**src/rtl/amber128_mem_arb_pkg.sv**
```systemverilog
// rtl/amber128_mem_arb_pkg.sv - shared types and constants for the 128-bit memory port arbiter
package amber128_mem_arb_pkg;

  typedef enum logic [1:0] {
    OWN_NONE,
    OWN_IF,
    OWN_DM
  } amber128_mem_owner_e;

  typedef enum logic [2:0] {
    IDLE,
    WAIT_IF,
    WAIT_DM,
    ERR_IF,
    ERR_DM
  } amber128_mem_arb_state_e;

  localparam logic [63:0] AMBER128_MEM_ALIGN_MASK = 64'hF;

  function automatic logic amber128_mem_misaligned(input logic [63:0] addr);
    return (addr & AMBER128_MEM_ALIGN_MASK) != 64'd0;
  endfunction

endpackage

```
**src/rtl/amber128_mem_arb_if.sv**
```systemverilog
// rtl/amber128_mem_arb_if.sv - fetch, data and memory handshake bundle of the arbiter
interface amber128_mem_arb_if;
  logic         if_req_i;
  logic [63:0]  if_addr_i;
  logic         if_gnt_o;
  logic         if_rvalid_o;
  logic [127:0] if_rdata_o;
  logic         if_err_o;
  logic         dm_req_i;
  logic         dm_we_i;
  logic [63:0]  dm_addr_i;
  logic [127:0] dm_wdata_i;
  logic         dm_gnt_o;
  logic         dm_rvalid_o;
  logic         dm_err_o;
  logic [127:0] dm_rdata_o;
  logic         mem_req_o;
  logic         mem_we_o;
  logic [63:0]  mem_addr_o;
  logic [127:0] mem_wdata_o;
  logic         mem_gnt_i;
  logic         mem_rvalid_i;
  logic         mem_err_i;
  logic [127:0] mem_rdata_i;

  modport slave (
    input  if_req_i, if_addr_i, dm_req_i, dm_we_i, dm_addr_i, dm_wdata_i,
    input  mem_gnt_i, mem_rvalid_i, mem_err_i, mem_rdata_i,
    output if_gnt_o, if_rvalid_o, if_rdata_o, if_err_o,
    output dm_gnt_o, dm_rvalid_o, dm_err_o, dm_rdata_o,
    output mem_req_o, mem_we_o, mem_addr_o, mem_wdata_o
  );

  modport master (
    output if_req_i, if_addr_i, dm_req_i, dm_we_i, dm_addr_i, dm_wdata_i,
    output mem_gnt_i, mem_rvalid_i, mem_err_i, mem_rdata_i,
    input  if_gnt_o, if_rvalid_o, if_rdata_o, if_err_o,
    input  dm_gnt_o, dm_rvalid_o, dm_err_o, dm_rdata_o,
    input  mem_req_o, mem_we_o, mem_addr_o, mem_wdata_o
  );
endinterface

```
**src/rtl/amber128_mem_arb_pick.sv**
```systemverilog
// rtl/amber128_mem_arb_pick.sv - winner selection: lock holder, else data unless fetch is starved
module amber128_mem_arb_pick
  import amber128_mem_arb_pkg::*;
#(
  parameter int STARVE_LIMIT = 4,
  parameter int CNT_W        = $clog2(STARVE_LIMIT + 1)
) (
  input  logic                if_req,
  input  logic                dm_req,
  input  logic [CNT_W-1:0]    starve_cnt,
  input  amber128_mem_owner_e lock_owner,
  output amber128_mem_owner_e winner
);

  always_comb begin
    winner = OWN_NONE;
    if (lock_owner != OWN_NONE) begin
      winner = lock_owner;
    end else if (dm_req && !(if_req && starve_cnt == CNT_W'(STARVE_LIMIT))) begin
      winner = OWN_DM;
    end else if (if_req) begin
      winner = OWN_IF;
    end
  end

endmodule

```
**src/rtl/amber128_mem_arb.sv**
```systemverilog
// rtl/amber128_mem_arb.sv - one-outstanding arbiter sharing the 128-bit memory port between fetch and data
module amber128_mem_arb
  import amber128_mem_arb_pkg::*;
#(
  parameter int STARVE_LIMIT = 4,
  parameter int CNT_W        = $clog2(STARVE_LIMIT + 1)
) (
  input  logic               clk,
  input  logic               rst,
  amber128_mem_arb_if.slave  bus
);

  amber128_mem_arb_state_e state, state_nxt;
  amber128_mem_owner_e     lock_owner, lock_nxt, winner;
  logic [CNT_W-1:0]        starve_cnt, starve_nxt;
  logic [63:0]             win_addr;
  logic                    win_bad;
  logic                    granted;

  amber128_mem_arb_pick #(
    .STARVE_LIMIT (STARVE_LIMIT),
    .CNT_W        (CNT_W)
  ) u_pick (
    .if_req     (bus.if_req_i),
    .dm_req     (bus.dm_req_i),
    .starve_cnt (starve_cnt),
    .lock_owner (lock_owner),
    .winner     (winner)
  );

  always_ff @(posedge clk or posedge rst) begin
    if (rst) begin
      state      <= IDLE;
      lock_owner <= OWN_NONE;
      starve_cnt <= '0;
    end else begin
      state      <= state_nxt;
      lock_owner <= lock_nxt;
      starve_cnt <= starve_nxt;
    end
  end

  assign win_addr = (winner == OWN_DM) ? bus.dm_addr_i : bus.if_addr_i;
  assign win_bad  = amber128_mem_misaligned(win_addr);

  // Outputs are held at 0 while rst is high so the reset state is visible immediately.
  always_comb begin
    state_nxt       = state;
    lock_nxt        = lock_owner;
    starve_nxt      = starve_cnt;
    granted         = 1'b0;
    bus.if_gnt_o    = 1'b0;
    bus.if_rvalid_o = 1'b0;
    bus.if_err_o    = 1'b0;
    bus.if_rdata_o  = '0;
    bus.dm_gnt_o    = 1'b0;
    bus.dm_rvalid_o = 1'b0;
    bus.dm_err_o    = 1'b0;
    bus.dm_rdata_o  = '0;
    bus.mem_req_o   = 1'b0;
    bus.mem_we_o    = 1'b0;
    bus.mem_addr_o  = '0;
    bus.mem_wdata_o = '0;
    if (!rst) begin
      unique case (state)
        IDLE: begin
          if (winner != OWN_NONE) begin
            if (win_bad) begin
              granted   = 1'b1;
              lock_nxt  = OWN_NONE;
              state_nxt = (winner == OWN_DM) ? ERR_DM : ERR_IF;
            end else begin
              bus.mem_req_o   = 1'b1;
              bus.mem_addr_o  = win_addr;
              bus.mem_we_o    = (winner == OWN_DM) && bus.dm_we_i;
              bus.mem_wdata_o = (winner == OWN_DM) ? bus.dm_wdata_i : '0;
              granted         = bus.mem_gnt_i;
              if (bus.mem_gnt_i) begin
                lock_nxt  = OWN_NONE;
                state_nxt = (winner == OWN_DM) ? WAIT_DM : WAIT_IF;
              end else begin
                lock_nxt  = winner;
              end
            end
            bus.if_gnt_o = granted && (winner == OWN_IF);
            bus.dm_gnt_o = granted && (winner == OWN_DM);
            // Consecutive data grants only count while fetch is actually waiting.
            if (granted) begin
              if (winner == OWN_IF || !bus.if_req_i) begin
                starve_nxt = '0;
              end else if (starve_cnt != CNT_W'(STARVE_LIMIT)) begin
                starve_nxt = starve_cnt + CNT_W'(1);
              end
            end
          end
        end
        WAIT_IF: begin
          if (bus.mem_rvalid_i) begin
            bus.if_rvalid_o = 1'b1;
            bus.if_err_o    = bus.mem_err_i;
            bus.if_rdata_o  = bus.mem_rdata_i;
            state_nxt       = IDLE;
          end
        end
        WAIT_DM: begin
          if (bus.mem_rvalid_i) begin
            bus.dm_rvalid_o = 1'b1;
            bus.dm_err_o    = bus.mem_err_i;
            bus.dm_rdata_o  = bus.mem_rdata_i;
            state_nxt       = IDLE;
          end
        end
        ERR_IF: begin
          bus.if_rvalid_o = 1'b1;
          bus.if_err_o    = 1'b1;
          state_nxt       = IDLE;
        end
        ERR_DM: begin
          bus.dm_rvalid_o = 1'b1;
          bus.dm_err_o    = 1'b1;
          state_nxt       = IDLE;
        end
        default: state_nxt = IDLE;
      endcase
    end
  end

endmodule

```
**src/flat_wrapper.sv**
```systemverilog
// flat-port wrapper written by rule: the top's interface ports become plain ports
module amber128_mem_arb_flat import amber128_mem_arb_pkg::*;
#(
  parameter int STARVE_LIMIT = 4,
  parameter int CNT_W        = $clog2(STARVE_LIMIT + 1)
)
  (clk, rst, bus_if_req_i, bus_if_addr_i, bus_dm_req_i, bus_dm_we_i, bus_dm_addr_i, bus_dm_wdata_i, bus_mem_gnt_i, bus_mem_rvalid_i, bus_mem_err_i, bus_mem_rdata_i, bus_if_gnt_o, bus_if_rvalid_o, bus_if_rdata_o, bus_if_err_o, bus_dm_gnt_o, bus_dm_rvalid_o, bus_dm_err_o, bus_dm_rdata_o, bus_mem_req_o, bus_mem_we_o, bus_mem_addr_o, bus_mem_wdata_o);
  amber128_mem_arb_if bus_i ();
  input  logic clk;
  input  logic rst;
  input wire logic [$bits(bus_i.if_req_i)-1:0] bus_if_req_i;
  input wire logic [$bits(bus_i.if_addr_i)-1:0] bus_if_addr_i;
  input wire logic [$bits(bus_i.dm_req_i)-1:0] bus_dm_req_i;
  input wire logic [$bits(bus_i.dm_we_i)-1:0] bus_dm_we_i;
  input wire logic [$bits(bus_i.dm_addr_i)-1:0] bus_dm_addr_i;
  input wire logic [$bits(bus_i.dm_wdata_i)-1:0] bus_dm_wdata_i;
  input wire logic [$bits(bus_i.mem_gnt_i)-1:0] bus_mem_gnt_i;
  input wire logic [$bits(bus_i.mem_rvalid_i)-1:0] bus_mem_rvalid_i;
  input wire logic [$bits(bus_i.mem_err_i)-1:0] bus_mem_err_i;
  input wire logic [$bits(bus_i.mem_rdata_i)-1:0] bus_mem_rdata_i;
  output wire logic [$bits(bus_i.if_gnt_o)-1:0] bus_if_gnt_o;
  output wire logic [$bits(bus_i.if_rvalid_o)-1:0] bus_if_rvalid_o;
  output wire logic [$bits(bus_i.if_rdata_o)-1:0] bus_if_rdata_o;
  output wire logic [$bits(bus_i.if_err_o)-1:0] bus_if_err_o;
  output wire logic [$bits(bus_i.dm_gnt_o)-1:0] bus_dm_gnt_o;
  output wire logic [$bits(bus_i.dm_rvalid_o)-1:0] bus_dm_rvalid_o;
  output wire logic [$bits(bus_i.dm_err_o)-1:0] bus_dm_err_o;
  output wire logic [$bits(bus_i.dm_rdata_o)-1:0] bus_dm_rdata_o;
  output wire logic [$bits(bus_i.mem_req_o)-1:0] bus_mem_req_o;
  output wire logic [$bits(bus_i.mem_we_o)-1:0] bus_mem_we_o;
  output wire logic [$bits(bus_i.mem_addr_o)-1:0] bus_mem_addr_o;
  output wire logic [$bits(bus_i.mem_wdata_o)-1:0] bus_mem_wdata_o;
  assign bus_i.if_req_i = bus_if_req_i;
  assign bus_i.if_addr_i = bus_if_addr_i;
  assign bus_i.dm_req_i = bus_dm_req_i;
  assign bus_i.dm_we_i = bus_dm_we_i;
  assign bus_i.dm_addr_i = bus_dm_addr_i;
  assign bus_i.dm_wdata_i = bus_dm_wdata_i;
  assign bus_i.mem_gnt_i = bus_mem_gnt_i;
  assign bus_i.mem_rvalid_i = bus_mem_rvalid_i;
  assign bus_i.mem_err_i = bus_mem_err_i;
  assign bus_i.mem_rdata_i = bus_mem_rdata_i;
  assign bus_if_gnt_o = bus_i.if_gnt_o;
  assign bus_if_rvalid_o = bus_i.if_rvalid_o;
  assign bus_if_rdata_o = bus_i.if_rdata_o;
  assign bus_if_err_o = bus_i.if_err_o;
  assign bus_dm_gnt_o = bus_i.dm_gnt_o;
  assign bus_dm_rvalid_o = bus_i.dm_rvalid_o;
  assign bus_dm_err_o = bus_i.dm_err_o;
  assign bus_dm_rdata_o = bus_i.dm_rdata_o;
  assign bus_mem_req_o = bus_i.mem_req_o;
  assign bus_mem_we_o = bus_i.mem_we_o;
  assign bus_mem_addr_o = bus_i.mem_addr_o;
  assign bus_mem_wdata_o = bus_i.mem_wdata_o;
  amber128_mem_arb #(.STARVE_LIMIT(STARVE_LIMIT), .CNT_W(CNT_W)) u_core (.clk(clk), .rst(rst), .bus(bus_i));
endmodule
```
**config.mk**
```make
export PLATFORM = sky130hd
export DESIGN_NAME = amber128_mem_arb_flat
export DESIGN_NICKNAME = d
export VERILOG_FILES = /design/src/rtl/amber128_mem_arb_pkg.sv /design/src/rtl/amber128_mem_arb_if.sv /design/src/rtl/amber128_mem_arb_pick.sv /design/src/rtl/amber128_mem_arb.sv /design/src/flat_wrapper.sv
export SDC_FILE = /design/constraint.sdc
export NUM_CORES = 1
export LEC_CHECK = 0
export ABC_AREA = 1
export CORE_AREA = 2 2 331 333
export CTS_BUF_LIST = sky130_fd_sc_hd__clkbuf_16
export CTS_CLUSTER_DIAMETER = 60
export CTS_CLUSTER_SIZE = 25
export DETAILED_ROUTE_END_ITERATION = 10
export DIE_AREA = 0 0 333 335
export PLACE_DENSITY = 0.35
export SLEW_MARGIN = 40
export SYNTH_ARGS = -nofsm -noshare
export SYNTH_HDL_FRONTEND = slang
export SYNTH_HIERARCHICAL = 1
export SYNTH_SLANG_ARGS = --single-unit
export TNS_END_PERCENT = 30
```
**constraint.sdc**
```tcl
create_clock -name clk -period 2 [get_ports clk]
set_input_delay 0.4 -clock clk [delete_from_list [all_inputs] [get_ports clk]]
set_output_delay 0.4 -clock clk [all_outputs]
set_load 0.005 [all_outputs]
```
==> impl_metrics.json <==
{
  "clock-skew-final_ns": 0.00461,
  "slew_violations": 0,
  "gp_congestion": 0.778,
  "dp_hpwl_um": 47900,
  "die_x_um": 333,
  "hold_class": "in -> async",
  "end_kind": "output port",
  "status": "finished with violations",
  "setup_slack_ns": -0.866,
  "fmax_mhz": 349,
  "cap_viol_max_count": 0,
  "dieHeight_um": 335,
  "ys.flop_type": "dfrtp_1",
  "io_pins": 848,
  "yosysUniqueCellTypes": 22,
  "tightest_slew_ns": 0.522,
  "max_slew_margin": 0.648,
  "ir_worst_vdd_uv": 224,
  "viasPerCell": 3.01,
  "ys_warn_count": 6,
  "tritoncts": "built",
  "synth_top_area_cell": "nand2_1",
  "antenna_left": 0,
  "crit_chain": "nor2_4 -> nand2_2 -> a21oi_4 -> inv_2 -> buf_6 -> nand2_4 -> nand3_4 -> nand2_4 -> buf_6 -> inv_4 -> nor2_4 -> inv_2 -> buf_12 -> buf_12 -> buf_8 -> a21oi_4 -> buf_12",
  "num_rows": 121,
  "startpoint": "u_core/starve_cnt[1]$_DFFE_PP0P_",
  "grt_overflow": 0,
  "cp.required_ns": 1.60,
  "first_pass_iters": 4,
  "synth_edf_count": 0,
  "grt_max_degree": 41,
  "synth-seq-cells": 8,
  "timing.hold.ws_ns": 0.317,
  "clk_pin_slew_ns": 0.04,
  "worstSkewPairLatency_ns": 0.24,
  "worstPathArrival_ns": 2.47,
  "p_per_area_nw_per_um2": 430,
  "yosysMostFrequentCell": "nand2_1",
  "root_buffer": "clkbuf_16",
  "timing.final.crit_share": 1.43,
  "async_flop_share": 1.00,
  "post_drt_wl_per_cell_um": 17.3,
  "cts_buffer_depth": 2,
  "cts_hold_buf": 0,
  "wl_um": 60000,
  "route.detailed.drc": 0,
  "syn_area_um2": 4410,
  "worstSetupPathType": "reg -> out",
  "path_common_cell": "buf_12",
  "io_buffers": 843,
  "setup_violations": 454,
  "dr.first_iter.drc_count": 387,
  "htreeDepth": 1,
  "cts_num_sinks": 8,
  "rsz0062_at_grt": "true",
  "grt_use_total": 0.0931,
  "fin_nets": 2440,
  "synth_top_area_frac": 0.234,
  "violations": "negative setup slack",
  "fin_crit_ns": 2.87,
  "synthTopCellsByCount": "275 x nand2_1, 272 x nor2_1, 143 x inv_1",
  "slowest_delay_ns": 0.40,
  "leakage_nw": 7.49,
  "initial_core_util": 0.0408,
  "grt_antenna_before_repair": 16,
  "cpMaxStageDelayCell": "dfrtp_1",
  "cp-start-kind": "flip-flop",
  "grt_pass1_vias": 10200,
  "vias": 10400,
  "drive_gt1_frac": 0.294,
  "dp.cells": 3370,
  "core_um2": 108000,
  "hold_viol_final": 0,
  "finalNonFillerCells": 3459,
  "r2r-start": "u_core/starve_cnt[1]$_DFFE_PP0P_",
  "avgSynthCellArea_um2": 4.30,
  "post-route-util": 0.160,
  "grt_pass1_wl_um": 75500,
  "ys_seq_area_frac": 0.0454,
  "syn_to_final_growth_pct": 291,
  "synth_area_leaders": "nand2_1 23%, nor2_1 23%, nor3_1 15%, inv_1 12%, a21oi_1 7.4%",
  "dieArea_um2": 112000,
  "crit_fanout": 8,
  "cts_buffers": 3,
  "postSynthCellCount": 1025
}
## logic make-up after synthesis
| logic type | synth area share |
|---|---|
| and+or+nand+nor | 0.643 |
| buffers and inverters | 0.219 |
| AOI/OAI and AO/OA | 0.0817 |
| DFF | 0.0454 |
| adders and majority gates | 0.00852 |
| xor gates and xnor gates | 0.00199 |
| other | 0.000851 |
## area by class of cell
type / instances / area, µm²
timing repair buffer: 1101 / 10600
fill: 12600 / 90800
clock buffer: 3 / 75.1
tap: 1414 / 1770
sequential: 8 / 201
inverter: 150 / 581
antenna: 2 / 5.00
timing repair inverter: 1 / 8.76
multi-input combinational: 780 / 4050
## worst max-delay path, delay by kind of cell, from the launching register on
kind | cells | cell delay (ns)
buffers and inverters | 9 | 0.95
DFF | 1 | 0.40
AOI/OAI and AO/OA | 2 | 0.32
and+or+nand+nor | 6 | 0.54
## layer usage
metal  global-route usage  wire length, µm
met5                    0               37
met4               0.0114              465
met3               0.0269             5120
met2                0.161            28300
met1                0.117            26000
## final timing paths
kind	end	depth (start not counted)	slack, ns
worst max-delay path	bus_mem_addr_o[62]	17	-0.87
worst min-delay path	u_core/starve_cnt[2]$_DFFE_PP0P_	3	0.32
worst max register to register	u_core/state[1]$_DFFE_PP0P_	16	-0.11
worst min register to register	u_core/lock_owner[1]$_DFFE_PP0P_	2	0.49
max in group asynchronous	u_core/lock_owner[0]$_DFFE_PP0P_	3	1.49
min in group clk	u_core/lock_owner[1]$_DFFE_PP0P_	2	0.49
## placed cells by master, fill, tap and decap left out, drive strengths merged
cell type,n
buf,395
dlygate4sd2,26
dlymetal6s2s,17
nand2,279
diode,2
nor3,130
ha,3
clkdlybuf4s50,614
dfrtp,8
or2,1
xnor2,1
nand3,10
o21ai,7
a21oi,65
inv,149
clkdlybuf4s15,21
conb,4
nor2,276
clkinv,2
clkbuf,31
nand4,4
## power breakdown
group,switching [mW],internal [mW]
clock network,0.0831,0.258
logic,3.34,3.47
registers,0.0545,0.221
## stage by stage
step,cell area (µm²),setup WS (ns),power [mW],TNS [ns]
3_5_place_dp,15800,-1.59,5.55,-431.65
4_1_cts,16300,-0.954,6.41,-330.14
6_report,17300,-0.866,7.42,-242.46
5_1_grt,17200,-0.966,7.96,-287.72
2_1_floorplan,4480,-0.0588,2.03,-6.15
3_3_place_gp,15800,-1.57,5.64,-432.69
## flip-flops by register name, indices dropped and copies added (netlist names)
register,flops
u_core/lock_owner,2
u_core/starve_cnt,3
u_core/state,3
## timing repair
item	in CTS	in global routing
buffers inserted	29	43
pin swaps	15	21
endpoints found under the setup margin	460	460
gates cloned	5	15
gates resized for setup	550	397
Note: power is estimated with default switching activity, not from simulation.
